--- config.mk ---
export PLATFORM = sky130hd
export DESIGN_NAME = mul16_seq_flat
export DESIGN_NICKNAME = d
export VERILOG_FILES = /design/src/rtl/mul16_seq_if.sv /design/src/rtl/mul16_seq.sv /design/src/flat_wrapper.sv
export SDC_FILE = /design/constraint.sdc
export NUM_CORES = 1
export LEC_CHECK = 0
export ABC_AREA = 1
export ABC_CLOCK_PERIOD_IN_PS = 8700
export CAP_MARGIN = 20
export CORE_MARGIN = 3
export CORE_UTILIZATION = 51
export CTS_BUF_LIST = sky130_fd_sc_hd__clkbuf_16
export CTS_CLUSTER_DIAMETER = 80
export DETAILED_ROUTE_END_ITERATION = 10
export PLACE_DENSITY = 0.82
export SYNTH_ARGS = -nofsm -noshare
export SYNTH_HDL_FRONTEND = slang
export SYNTH_SLANG_ARGS = --single-unit
--- constraint.sdc ---
create_clock -name clk -period 8.7 [get_ports clk]
set_clock_uncertainty 0.15 [all_clocks]
set_input_delay 2.61 -clock clk [delete_from_list [all_inputs] [get_ports clk]]
set_output_delay 2.61 -clock clk [all_outputs]
set_load 0.005 [all_outputs]
--- src/rtl/mul16_seq_if.sv ---
// Operand/result handshake bundle for mul16_seq.
// The master drives operands and accepts results; the slave is the multiplier.
interface mul16_seq_if;
  logic        in_valid;
  logic        in_ready;
  logic [15:0] a;
  logic [15:0] b;
  logic        out_valid;
  logic        out_ready;
  logic [15:0] product;

  modport master (
    output in_valid, a, b, out_ready,
    input  in_ready, out_valid, product
  );

  modport slave (
    input  in_valid, a, b, out_ready,
    output in_ready, out_valid, product
  );
endinterface

--- src/rtl/mul16_seq.sv ---
// Sequential 16x16 shift-add multiplier giving the low 16 bits of a*b.
// Every accumulation goes through one add16; the loop ends once no multiplier bits remain.
module mul16_seq (
  input  logic        clk,
  input  logic        reset,
  mul16_seq_if.slave  bus
);

  typedef enum logic [1:0] {
    IDLE,
    BUSY,
    DONE
  } stateT;

  stateT       r_state;
  logic [15:0] r_mcand;
  logic [15:0] r_mplier;
  logic [15:0] r_acc;
  logic        r_inReady;
  logic        r_outValid;

  logic [15:0] w_addend;
  logic [15:0] w_sum;

  assign w_addend = r_mplier[0] ? r_mcand : 16'h0000;

  add16 u_add16 (
    .i_x   (r_acc),
    .i_y   (w_addend),
    .o_sum (w_sum)
  );

  // Handshake flags are registered alongside the state so they never glitch.
  always_ff @(posedge clk) begin
    if (reset) begin
      r_state    <= IDLE;
      r_mcand    <= 16'h0000;
      r_mplier   <= 16'h0000;
      r_acc      <= 16'h0000;
      r_inReady  <= 1'b1;
      r_outValid <= 1'b0;
    end else begin
      case (r_state)
        IDLE: begin
          if (bus.in_valid) begin
            r_mcand   <= bus.a;
            r_mplier  <= bus.b;
            r_acc     <= 16'h0000;
            r_state   <= BUSY;
            r_inReady <= 1'b0;
          end
        end
        BUSY: begin
          r_acc    <= w_sum;
          r_mcand  <= {r_mcand[14:0], 1'b0};
          r_mplier <= {1'b0, r_mplier[15:1]};
          // Finish as soon as the shifted-out multiplier has nothing left.
          if (r_mplier[15:1] == 15'h0000) begin
            r_state    <= DONE;
            r_outValid <= 1'b1;
          end
        end
        DONE: begin
          if (bus.out_ready) begin
            r_state    <= IDLE;
            r_outValid <= 1'b0;
            r_inReady  <= 1'b1;
          end
        end
        default: begin
          r_state    <= IDLE;
          r_inReady  <= 1'b1;
          r_outValid <= 1'b0;
        end
      endcase
    end
  end

  assign bus.in_ready  = r_inReady;
  assign bus.out_valid = r_outValid;
  assign bus.product   = r_acc;

endmodule

// Gate-level 16-bit ripple-carry adder, modulo 2^16 with no carry out.
module add16 (
  input  logic [15:0] i_x,
  input  logic [15:0] i_y,
  output logic [15:0] o_sum
);

  logic [15:0] w_carry;

  assign w_carry[0] = 1'b0;

  genvar gi;
  for (gi = 0; gi < 16; gi++) begin : gBit
    assign o_sum[gi] = i_x[gi] ^ i_y[gi] ^ w_carry[gi];
    if (gi < 15) begin : gCarry
      assign w_carry[gi+1] = (i_x[gi] & i_y[gi]) | (w_carry[gi] & (i_x[gi] ^ i_y[gi]));
    end
  end

endmodule

--- src/flat_wrapper.sv ---
// flat-port wrapper written by rule: the top's interface ports become plain ports
module mul16_seq_flat 
  (clk, reset, bus_in_valid, bus_a, bus_b, bus_out_ready, bus_in_ready, bus_out_valid, bus_product);
  mul16_seq_if bus_i ();
  input  logic clk;
  input  logic reset;
  input wire logic [$bits(bus_i.in_valid)-1:0] bus_in_valid;
  input wire logic [$bits(bus_i.a)-1:0] bus_a;
  input wire logic [$bits(bus_i.b)-1:0] bus_b;
  input wire logic [$bits(bus_i.out_ready)-1:0] bus_out_ready;
  output wire logic [$bits(bus_i.in_ready)-1:0] bus_in_ready;
  output wire logic [$bits(bus_i.out_valid)-1:0] bus_out_valid;
  output wire logic [$bits(bus_i.product)-1:0] bus_product;
  assign bus_i.in_valid = bus_in_valid;
  assign bus_i.a = bus_a;
  assign bus_i.b = bus_b;
  assign bus_i.out_ready = bus_out_ready;
  assign bus_in_ready = bus_i.in_ready;
  assign bus_out_valid = bus_i.out_valid;
  assign bus_product = bus_i.product;
  mul16_seq u_core (.clk(clk), .reset(reset), .bus(bus_i));
endmodule
==> run metrics, run 1 <==
cell internal power dissipation=419 µW; quantity of hold-fixing buffers added after cts=0; #FFs+latches synth=52; reg2reg path depth=25; cell with the most instances after synthesis=sky130_fd_sc_hd__dfxtp_1; number of port buffers=53; fin nets=402; global-route wire length before repair=9510 µm; required time at the worst-slack endpoint=between 8 and 9 ns; combinational cell fraction of total power=0.202; core region area=4750 µm²; first-pass detailed-route iteration total=4; part of the power in the clock network=0.313; sequential cell area fraction in the yosys report=0.411; fraction of the mapped netlist area in simple logic gates=0.155; setup TNS after final layout=0 ns; instance count of the mapped netlist=312; detailed-route via count=2252; IO Count=54; multiplexer share of the synthesized area=0; Slew HR=0.443; synthesized area divided by synthesized cell count=8.12 µm²; leading register cell type out of synthesis=sky130_fd_sc_hd__dfxtp_1; Inserted Diodes=0; average routed wire per standard cell=approximately 14 µm; Crit-path slowest cell=sky130_fd_sc_hd__dfxtp_1; met2 track demand over resource in global routing=0.341; share of final-layout standard cells stronger than drive strength 1=0.0369; number of hold-slack violations in the final timing report=0; crit share post-route=0.839; max-capacitance violation count=0; Max Slew Vio Count=0; fraction of the mapped netlist area in compound gates=0.237; hold crit path type=flop to flop; hold worst-path end=u_core.bus.product[4]$_SDFFE_PP0P_; result of the run=finished, final reports clean; Max stage delay on crit path=approximately 0.67 ns; insertion delay of the later-clocked pin in the worst-skew pair=0.29 ns; number of synthesis warnings=0; vertical extent of the die=76.5 µm; number of cells in the finished layout apart from fillers=419; main combinational cell family by area after synthesis=compound AO/OA/AOI/OAI gates; CTS tree=built; Crit Reg-Reg Endpoint=u_core.bus.product[15]$_SDFFE_PP0P_; Via-to-Cell Ratio=5.37; residual overflow from global routing=0; switch share=0.296; maximum number of buffers from clock root to sink=2; global-route layer with the greatest usage=met2; number of placed instances with taps included=411; Die Wd=76.5 µm; share of the synthesized netlist area taken by xor and xnor gates=0; final weighted congestion of routability-driven global placement=0.801; startpoint kind of the worst setup timing path=flop; number of unique standard cell types used by synthesis=23; Final setup viols=0; Cell Pwr Density=roughly 190 nW/µm²; worst flop-to-flop path startpoint=u_core.r_mplier[0]$_SDFFE_PP0P_; category of the critical setup timing path=flop to flop; Core Rows=25; pin count of the biggest net entering global routing=62; area added between synthesis and finish=25.6%; LEAKAGE=between 0.001 and 0.0015 µW; die outline area=between 5000 and 6000 µm²; proportion of netlist area held by the largest area contributor=0.411; EDFF count, synth=0; number of buffers created by CTS=5; Starting Density=0.533; Fmax=~140 MHz; GR Util All Layers=0.199; register-to-register setup slack=1.40 ns; area of the mapped netlist=2530 µm²; post-CTS setup buffers=0; dominant cell type by area after synthesis=sky130_fd_sc_hd__dfxtp_1; number of instances on the worst hold path=2; vias in the first global route=2061; GR met3 Demand/Resource=0.0343; post-route ant nets=0; CTS Sinks=52; worst vdd ir=132 µV; endpoint class of the critical path=flop; CTS Root Cell=sky130_fd_sc_hd__clkbuf_16; switching power=176 µW; met1 capacity usage during global routing=0.255; CTS H-Tree Depth=2; Synth Area in Adders=0.116; setup repair after global routing missed its margin=false; total routed wirelength=5830 µm; initial drt markers=125; DRC violation count after routing=0; maximum fanout count along the critical path=17; Worst Hold Launch=u_core.bus.product[4]$_SDFFE_PP0P_; syn_nets=about 360; final critical delay including setup and external delays=7.30 ns; top cells by instance count after synthesis=sky130_fd_sc_hd__dfxtp_1, sky130_fd_sc_hd__a21oi_1, sky130_fd_sc_hd__nand2_1; clock-pin slew on the worst setup and hold paths=0.06 ns; slew at the pin closest to its max-slew limit=between 0.8 and 0.9 ns; detailed placement HPWL=around 3800 µm; sequential fraction of design power=0.485; arrival time of data at the critical path endpoint=7.28 ns; proportion of synthesized flip-flops having asynchronous set or reset=0; initial antenna violation count=0; # resized after CTS=0; library cell appearing most often on the critical path=sky130_fd_sc_hd__fa_1; main area contributors after synthesis=sky130_fd_sc_hd__dfxtp_1, sky130_fd_sc_hd__fa_1, sky130_fd_sc_hd__a21oi_1
sequential cells by signal (all words and copies together) (netlist names):
register              count
u_core.bus.product       16
u_core.r_mcand           16
u_core.r_mplier          16
u_core.r_state            2
u_core.bus.in_ready       1
u_core.bus.out_valid      1
stage by stage:
step	cell area [µm²]	hold WS (ns)	setup slack, ns	util	total power, µW
floorplan	2530	0.302	1.87	-	375
finish	3180	0.330	1.40	0.669	594
global placement	3040	0.311	1.65	0.640	408
CTS	3180	0.331	1.46	0.669	599
detailed placement	3040	0.320	1.53	0.640	412
global route	3180	0.347	1.14	0.669	624
critical path: cells and delay by family (launching register included):
kind                     cells  cell delay [ns]
AO/OA/AOI/OAI                1             0.06
flip-flops                   1             0.67
AND/OR/NAND/NOR              5             0.57
adder cells (fa/ha/maj)     15             5.46
buffers and inverters        4             0.23
metal layers:
layer / vias to the layer above / wire length, µm
li1: 1123 / -
met1: 1065 / 2640
met2: 57 / 2860
met3: 7 / 254
met4: 0 / 76
met5: - / 0
layout make-up:
type,count,area (µm²)
Sequential cell,52,1040
Clock buffer,5,125
Inverter,26,103
Timing Repair Buffer,53,531
Tap cell,67,83.8
Clock inverter,3,11.3
Multi-Input combinational cell,213,1290
Fill cell,422,1570
cell usage in the layout, fill, tap and decap left out, drive strengths merged:
cell type	instances
inv	28
nor2	14
or2	14
o211ai	1
ha	1
clkbuf	5
o21ai	30
clkdlybuf4s50	53
dfxtp	52
o22ai	30
nand2	53
fa	14
nand3	5
clkinv	1
a21oi	51
worst max-delay path by stage:
stage | from | end | depth (start not counted)
after floorplan | u_core.r_mplier[0]$_SDFFE_PP0P_ | u_core.bus.product[15]$_SDFFE_PP0P_ | 24
after detailed placement | u_core.r_mplier[0]$_SDFFE_PP0P_ | u_core.bus.product[15]$_SDFFE_PP0P_ | 25
after global routing | u_core.r_mplier[0]$_SDFFE_PP0P_ | u_core.bus.product[15]$_SDFFE_PP0P_ | 25
final | u_core.r_mplier[0]$_SDFFE_PP0P_ | u_core.bus.product[15]$_SDFFE_PP0P_ | 25
after global placement | u_core.r_mplier[0]$_SDFFE_PP0P_ | u_core.bus.product[15]$_SDFFE_PP0P_ | 25
after CTS | u_core.r_mplier[0]$_SDFFE_PP0P_ | u_core.bus.product[15]$_SDFFE_PP0P_ | 25
power groups by stage:
stage	logic [µW]	clock network, µW	registers, µW
detailed placement	119	0	292
global route	135	197	292
floorplan	90.8	0	285
CTS	121	191	287
finish	120	186	288
global placement	116	0	291
logic make-up (layout without fill, tap and decap cells):
family	after synthesis	count (layout)
AND/OR/NAND/NOR	86	86
AO/OA/AOI/OAI	112	112
buffers and inverters	47	87
adder cells (fa/ha/maj)	15	15
flip-flops	52	52
Power figures use the tool's default switching activity.
==> inputs of run 2 (changes only) <==
Settings changed: ABC_CLOCK_PERIOD_IN_PS 8700 to 7500.
Clock period 8.7 ns to 7.5 ns, I/O delays scaled along.
==> run metrics, run 2 (synthesis results as in run 1) <==
number of buffers created by CTS=5 (unchanged); leading cell type in the layout, fill and taps excluded=sky130_fd_sc_hd__clkdlybuf4s50_1 (unchanged); Via-to-Cell Ratio=5.40 (was 5.37); startpoint kind of the worst setup timing path=flop (unchanged); Inserted Diodes=0 (unchanged); setup repair after global routing missed its margin=false (unchanged); pin count of the biggest net entering global routing=62 (unchanged); number of placed instances with taps included=412 (was 411); worst vdd ir=160 µV (was 132 µV); maximum fanout count along the critical path=16 (was 17); fin nets=403 (was 402); switching power=205 µW (was 176 µW); number of hold-slack violations in the final timing report=0 (unchanged); switch share=0.296 (about the same); Core Rows=25 (unchanged); # resized after CTS=0 (unchanged); part of the power in the clock network=0.312 (was 0.313); CTS tree=built (unchanged); library cell appearing most often on the critical path=sky130_fd_sc_hd__fa_1 (unchanged); Final setup viols=0 (unchanged); number of port buffers=53 (unchanged); post-CTS setup buffers=0 (unchanged); Max stage delay on crit path=0.43 ns (was 0.67 ns); buffer and inverter count on the worst path=3 (was 4); core region area=4750 µm² (unchanged); post-route ant nets=0 (unchanged); detailed placement HPWL=3840 µm (was 3790 µm); clock-pin slew on the worst setup and hold paths=0.06 ns (about the same); combinational cell fraction of total power=0.210 (was 0.202); CTS Sinks=52 (unchanged); Cell Pwr Density=217 nW/µm² (was 187 nW/µm²); maximum number of buffers from clock root to sink=2 (unchanged); Slew HR=0.450 (was 0.443); endpoint class of the critical path=flop (unchanged); Fin Hold WS=0.328 ns (was 0.330 ns); detailed-route via count=2264 (was 2252); slew at the pin closest to its max-slew limit=0.823 ns (was 0.833 ns); initial drt markers=168 (was 125); quantity of hold-fixing buffers added after cts=0 (unchanged); insertion delay of the later-clocked pin in the worst-skew pair=0.29 ns (about the same); sequential fraction of design power=0.478 (was 0.485); initial antenna violation count=0 (unchanged); CTS Root Cell=sky130_fd_sc_hd__clkbuf_16 (unchanged); crit share post-route=0.926 (was 0.839); Starting Density=0.533 (unchanged); cell internal power dissipation=487 µW (was 419 µW); LEAKAGE=0.00109 µW (about the same); number of cells in the finished layout apart from fillers=419 (unchanged); commonest cells after routing, fill and taps aside=sky130_fd_sc_hd__clkdlybuf4s50_1, sky130_fd_sc_hd__dfxtp_1, sky130_fd_sc_hd__nand2_1, sky130_fd_sc_hd__a21oi_1 (unchanged); cell-by-cell listing of the critical path=buf_4 -> nand2_1 -> fa_1 -> fa_1 -> fa_1 -> fa_1 -> fa_1 -> fa_1 -> fa_1 -> fa_1 -> fa_1 -> fa_1 -> fa_1 -> fa_1 -> inv_1 -> fa_1 -> inv_1 -> fa_1 -> or2_2 -> nand3_1 -> nand3_1 -> a21oi_1; Fmax=144 MHz (was 137 MHz); die outline area=5850 µm² (unchanged); CTS H-Tree Depth=2 (unchanged); share of final-layout standard cells stronger than drive strength 1=0.0426 (was 0.0369); hold crit path type=flop to flop (unchanged); Max Slew Vio Count=0 (unchanged); final weighted congestion of routability-driven global placement=0.783 (was 0.801); fin worst setup slack=0.556 ns (was 1.40 ns); residual overflow from global routing=0 (unchanged); area added between synthesis and finish=25.8% (was 25.6%); DRC violation count after routing=0 (unchanged); arrival time of data at the critical path endpoint=7.00 ns (was 7.28 ns); Crit-path slowest cell=sky130_fd_sc_hd__fa_1 (was sky130_fd_sc_hd__dfxtp_1); PnR Total Power=692 µW (was 594 µW); setup TNS after final layout=0 ns (unchanged); final critical delay including setup and external delays=6.94 ns (was 7.30 ns); total routed wirelength=5870 µm (was 5830 µm); IO Count=54 (unchanged); vertical extent of the die=76.5 µm (unchanged); average routed wire per standard cell=14.0 µm (was 13.9 µm); worst slack after detailed placement=0.611 ns (was 1.53 ns); global-route wire length before repair=9700 µm (was 9510 µm); first-pass detailed-route iteration total=4 (unchanged); max-capacitance violation count=0 (unchanged); Die Wd=76.5 µm (unchanged); category of the critical setup timing path=flop to flop (unchanged); GR Util All Layers=0.205 (was 0.199); Top delay family on crit path=adder cells (unchanged); result of the run=finished, final reports clean (unchanged); vias in the first global route=2121 (was 2061); required time at the worst-slack endpoint=7.56 ns (was 8.69 ns)
-- run 2: cell types whose count changed in the layout (fill, tap and decap cells not counted), sizes merged --
cell / change
inv: -1
buf: +1
-- run 2: power by group through the flow --
| stage | sequential, µW | clock (µW) | combinational, µW |
|---|---|---|---|
| after floorplan | 330 | 0 | 105 |
| final | 330 | 216 | 145 |
| after global routing | 334 | 228 | 162 |
| after global placement | 335 | 0 | 140 |
| after detailed placement | 335 | 0 | 144 |
| after CTS | 330 | 219 | 145 |
-- run 2: final timing paths --
kind / end / slack (ns) / start / cells past startpoint
hold / removal: u_core.bus.product[5]$_SDFFE_PP0P_ / 0.33 / u_core.bus.product[5]$_SDFFE_PP0P_ / 2
setup reg to reg: u_core.bus.product[15]$_SDFFE_PP0P_ / 0.56 / u_core.r_mplier[0]$_SDFFE_PP0P_ / 22
setup / recovery: u_core.bus.product[15]$_SDFFE_PP0P_ / 0.56 / u_core.r_mplier[0]$_SDFFE_PP0P_ / 22
hold reg to reg: u_core.bus.product[5]$_SDFFE_PP0P_ / 0.33 / u_core.bus.product[5]$_SDFFE_PP0P_ / 2
-- run 2: cell type report --
cell class              instances  area (µm²)
inverters                      26         103
clock inverters                 2        8.76
flip-flops and latches         52        1040
multi-input cells             213        1290
fillers                       419        1570
well taps                      67        83.8
clock buffers                   5         125
repair buffers                 54         538
-- run 2: layer usage --
metal / track usage / up-vias / wire length (µm)
met2: 0.341 / 77 / 2900
met5: 0 / - / 0
met4: 0.0797 / 0 / 107
met1: 0.262 / 1051 / 2530
met3: 0.0414 / 11 / 325
li1: - / 1125 / -
-- run 2: tightest hold or removal path, cell delays in order (launching register included) --
cell,delay [ns]
sky130_fd_sc_hd__dfxtp_1,0.32
sky130_fd_sc_hd__nand2_1,0.06
sky130_fd_sc_hd__a21oi_1,0.05
-- run 2: through the flow --
stage,instance area [µm²],util
finish,3190,0.670
global route,3190,0.670
CTS,3190,0.670
detailed placement,3050,0.642
global placement,3050,0.642
floorplan,2530,-
==> inputs of run 3 (changes only) <==
Settings changed: ABC_CLOCK_PERIOD_IN_PS 7500 to 7200, CTS_CLUSTER_SIZE set to 14, SETUP_SLACK_MARGIN set to 0.3.
Clock period 7.5 ns to 7.2 ns, I/O delays scaled along.
==> run metrics, run 3 (synthesis results as in run 1) <==
result of the run=finished, final reports clean (unchanged); number of hold-slack violations in the final timing report=0 (unchanged); arrival time of data at the critical path endpoint=6.61 ns (was 7.00 ns); Max Slew Vio Count=0 (unchanged); Worst Hold Launch=u_core.bus.product[7]$_SDFFE_PP0P_ (was u_core.bus.product[5]$_SDFFE_PP0P_); fin nets=404 (was 403); maximum number of buffers from clock root to sink=2 (unchanged); initial antenna violation count=0 (unchanged); vertical extent of the die=76.5 µm (unchanged); category of the critical setup timing path=flop to flop (unchanged); global-route wire length before repair=10000 µm (was 9700 µm); combinational cell fraction of total power=0.209 (was 0.210); LEAKAGE=0.00110 µW (was 0.00109 µW); number of instances on the worst hold path=2 (unchanged); residual overflow from global routing=0 (unchanged); setup TNS after final layout=0 ns (unchanged); CTS tree=built (unchanged); required time at the worst-slack endpoint=7.19 ns (was 7.56 ns); worst vdd ir=162 µV (was 160 µV); sequential fraction of design power=0.473 (was 0.478); Fmax=151 MHz (was 144 MHz); setup repair after global routing missed its margin=false (unchanged); Crit Reg-Reg Endpoint=u_core.bus.product[15]$_SDFFE_PP0P_ (unchanged); first-pass detailed-route iteration total=4 (unchanged); endpoint class of the critical path=flop (unchanged); cell internal power dissipation=510 µW (was 487 µW); register-to-register setup slack=0.58 ns (was 0.56 ns); number of buffers created by CTS=5 (unchanged); leading cell type in the layout, fill and taps excluded=sky130_fd_sc_hd__clkdlybuf4s50_1 (unchanged); Starting Density=0.533 (unchanged); slew at the pin closest to its max-slew limit=0.833 ns (was 0.823 ns); startpoint kind of the worst setup timing path=flop (unchanged); worst flop-to-flop path startpoint=u_core.r_mplier[0]$_SDFFE_PP0P_ (unchanged); detailed placement HPWL=3790 µm (was 3840 µm); hold worst-path end=u_core.bus.product[7]$_SDFFE_PP0P_ (was u_core.bus.product[5]$_SDFFE_PP0P_); average routed wire per standard cell=13.9 µm (was 14.0 µm); insertion delay of the later-clocked pin in the worst-skew pair=0.29 ns (about the same); hold crit path type=flop to flop (unchanged); share of final-layout standard cells stronger than drive strength 1=0.0678 (was 0.0426); final critical delay including setup and external delays=6.62 ns (was 6.94 ns); PnR Total Power=728 µW (was 692 µW); number of port buffers=53 (unchanged); Slew HR=0.444 (was 0.450); max-capacitance violation count=0 (unchanged); Via-to-Cell Ratio=5.40 (about the same); reg2reg path depth=25 (was 22); quantity of hold-fixing buffers added after cts=0 (unchanged); switch share=0.299 (was 0.296); commonest cells after routing, fill and taps aside=sky130_fd_sc_hd__clkdlybuf4s50_1, sky130_fd_sc_hd__nand2_1, sky130_fd_sc_hd__a21oi_1 (was sky130_fd_sc_hd__clkdlybuf4s50_1, sky130_fd_sc_hd__dfxtp_1, sky130_fd_sc_hd__nand2_1, sky130_fd_sc_hd__a21oi_1); Final setup viols=0 (unchanged); area added between synthesis and finish=27.2% (was 25.8%); part of the power in the clock network=0.317 (was 0.312); core region area=4750 µm² (unchanged); post-route ant nets=0 (unchanged); crit share post-route=0.920 (was 0.926); detailed-route via count=2274 (was 2264); IO Count=54 (unchanged); Fin Hold WS=0.332 ns (was 0.328 ns); Inserted Diodes=0 (unchanged); vias in the first global route=2187 (was 2121); clock-pin slew on the worst setup and hold paths=0.07 ns (was 0.06 ns); final weighted congestion of routability-driven global placement=0.758 (was 0.783); post-CTS setup buffers=0 (unchanged); GR Util All Layers=0.209 (was 0.205); pin count of the biggest net entering global routing=62 (unchanged); switching power=218 µW (was 205 µW); initial drt markers=134 (was 168); CTS Root Cell=sky130_fd_sc_hd__clkbuf_16 (unchanged); CTS H-Tree Depth=2 (unchanged); total routed wirelength=5870 µm (about the same); CTS Sinks=52 (unchanged); die outline area=5850 µm² (unchanged); Core Rows=25 (unchanged); Cell Pwr Density=226 nW/µm² (was 217 nW/µm²); maximum fanout count along the critical path=3 (was 16); Die Wd=76.5 µm (unchanged); DRC violation count after routing=0 (unchanged)
-- run 3: worst max path at each step --
stage	start	to	slack (ns)
final	u_core.r_mplier[0]$_SDFFE_PP0P_	u_core.bus.product[15]$_SDFFE_PP0P_	0.58
after global routing	u_core.r_mplier[0]$_SDFFE_PP0P_	u_core.bus.product[15]$_SDFFE_PP0P_	0.34
after CTS	u_core.r_mcand[0]$_SDFFE_PP0P_	u_core.bus.product[15]$_SDFFE_PP0P_	0.35
after detailed placement	u_core.r_mcand[0]$_SDFFE_PP0P_	u_core.bus.product[15]$_SDFFE_PP0P_	0.37
after global placement	u_core.r_mplier[0]$_SDFFE_PP0P_	u_core.bus.product[15]$_SDFFE_PP0P_	0.50
after floorplan	u_core.r_mplier[0]$_SDFFE_PP0P_	u_core.bus.product[15]$_SDFFE_PP0P_	0.37
-- run 3: final cells by class --
type	count	area, µm²
fill	418	1530
clock inverter	3	15.0
tap	67	83.8
multi-input combinational	213	1300
sequential	52	1040
clock buffer	5	125
inverter	26	103
timing repair buffer	55	549
-- run 3: critical path: stages, from the launching register on --
cell,delay [ns]
sky130_fd_sc_hd__dfxtp_2,0.35
sky130_fd_sc_hd__nand2_1,0.05
sky130_fd_sc_hd__inv_1,0.05
sky130_fd_sc_hd__ha_1,0.13
sky130_fd_sc_hd__inv_1,0.05
sky130_fd_sc_hd__fa_1,0.39
sky130_fd_sc_hd__fa_2,0.37
sky130_fd_sc_hd__fa_1,0.40
sky130_fd_sc_hd__fa_2,0.37
sky130_fd_sc_hd__fa_1,0.40
sky130_fd_sc_hd__fa_2,0.36
sky130_fd_sc_hd__fa_2,0.35
sky130_fd_sc_hd__fa_2,0.35
sky130_fd_sc_hd__fa_1,0.38
sky130_fd_sc_hd__fa_2,0.34
sky130_fd_sc_hd__fa_1,0.38
sky130_fd_sc_hd__fa_1,0.36
sky130_fd_sc_hd__inv_1,0.07
sky130_fd_sc_hd__fa_1,0.18
sky130_fd_sc_hd__inv_1,0.06
sky130_fd_sc_hd__fa_1,0.38
sky130_fd_sc_hd__or2_2,0.29
sky130_fd_sc_hd__nand2_1,0.06
sky130_fd_sc_hd__nand2_1,0.05
sky130_fd_sc_hd__nand3_1,0.06
sky130_fd_sc_hd__a21oi_1,0.06
-- run 3: stage by stage --
step,cells,worst slack (ns),utilization,cell area [µm²]
3_5_place_dp,413,0.367,0.643,3060
4_1_cts,421,0.346,0.673,3200
5_1_grt,421,0.345,0.677,3220
6_report,421,0.579,0.677,3220
3_3_place_gp,413,0.503,0.643,3060
2_1_floorplan,312,0.368,-,2530
-- run 3: layer usage --
metal  vias up  track usage  wire [µm]
met5         -            0          0
met4         0       0.0688         52
met3         7       0.0544        331
met2        66        0.350       2940
met1      1075        0.262       2550
li1       1126            -          -
-- run 3: power by group through the flow --
stage / clock network, µW / registers (µW) / logic (µW)
detailed placement: 0 / 350 / 151
CTS: 231 / 344 / 151
finish: 231 / 345 / 152
floorplan: 0 / 344 / 110
global route: 244 / 349 / 173
global placement: 0 / 349 / 147
-- run 3: repair_timing --
action	CTS	global route
pin swaps	0	0
endpoints found under the setup margin	1	2
gates resized for setup	1	8
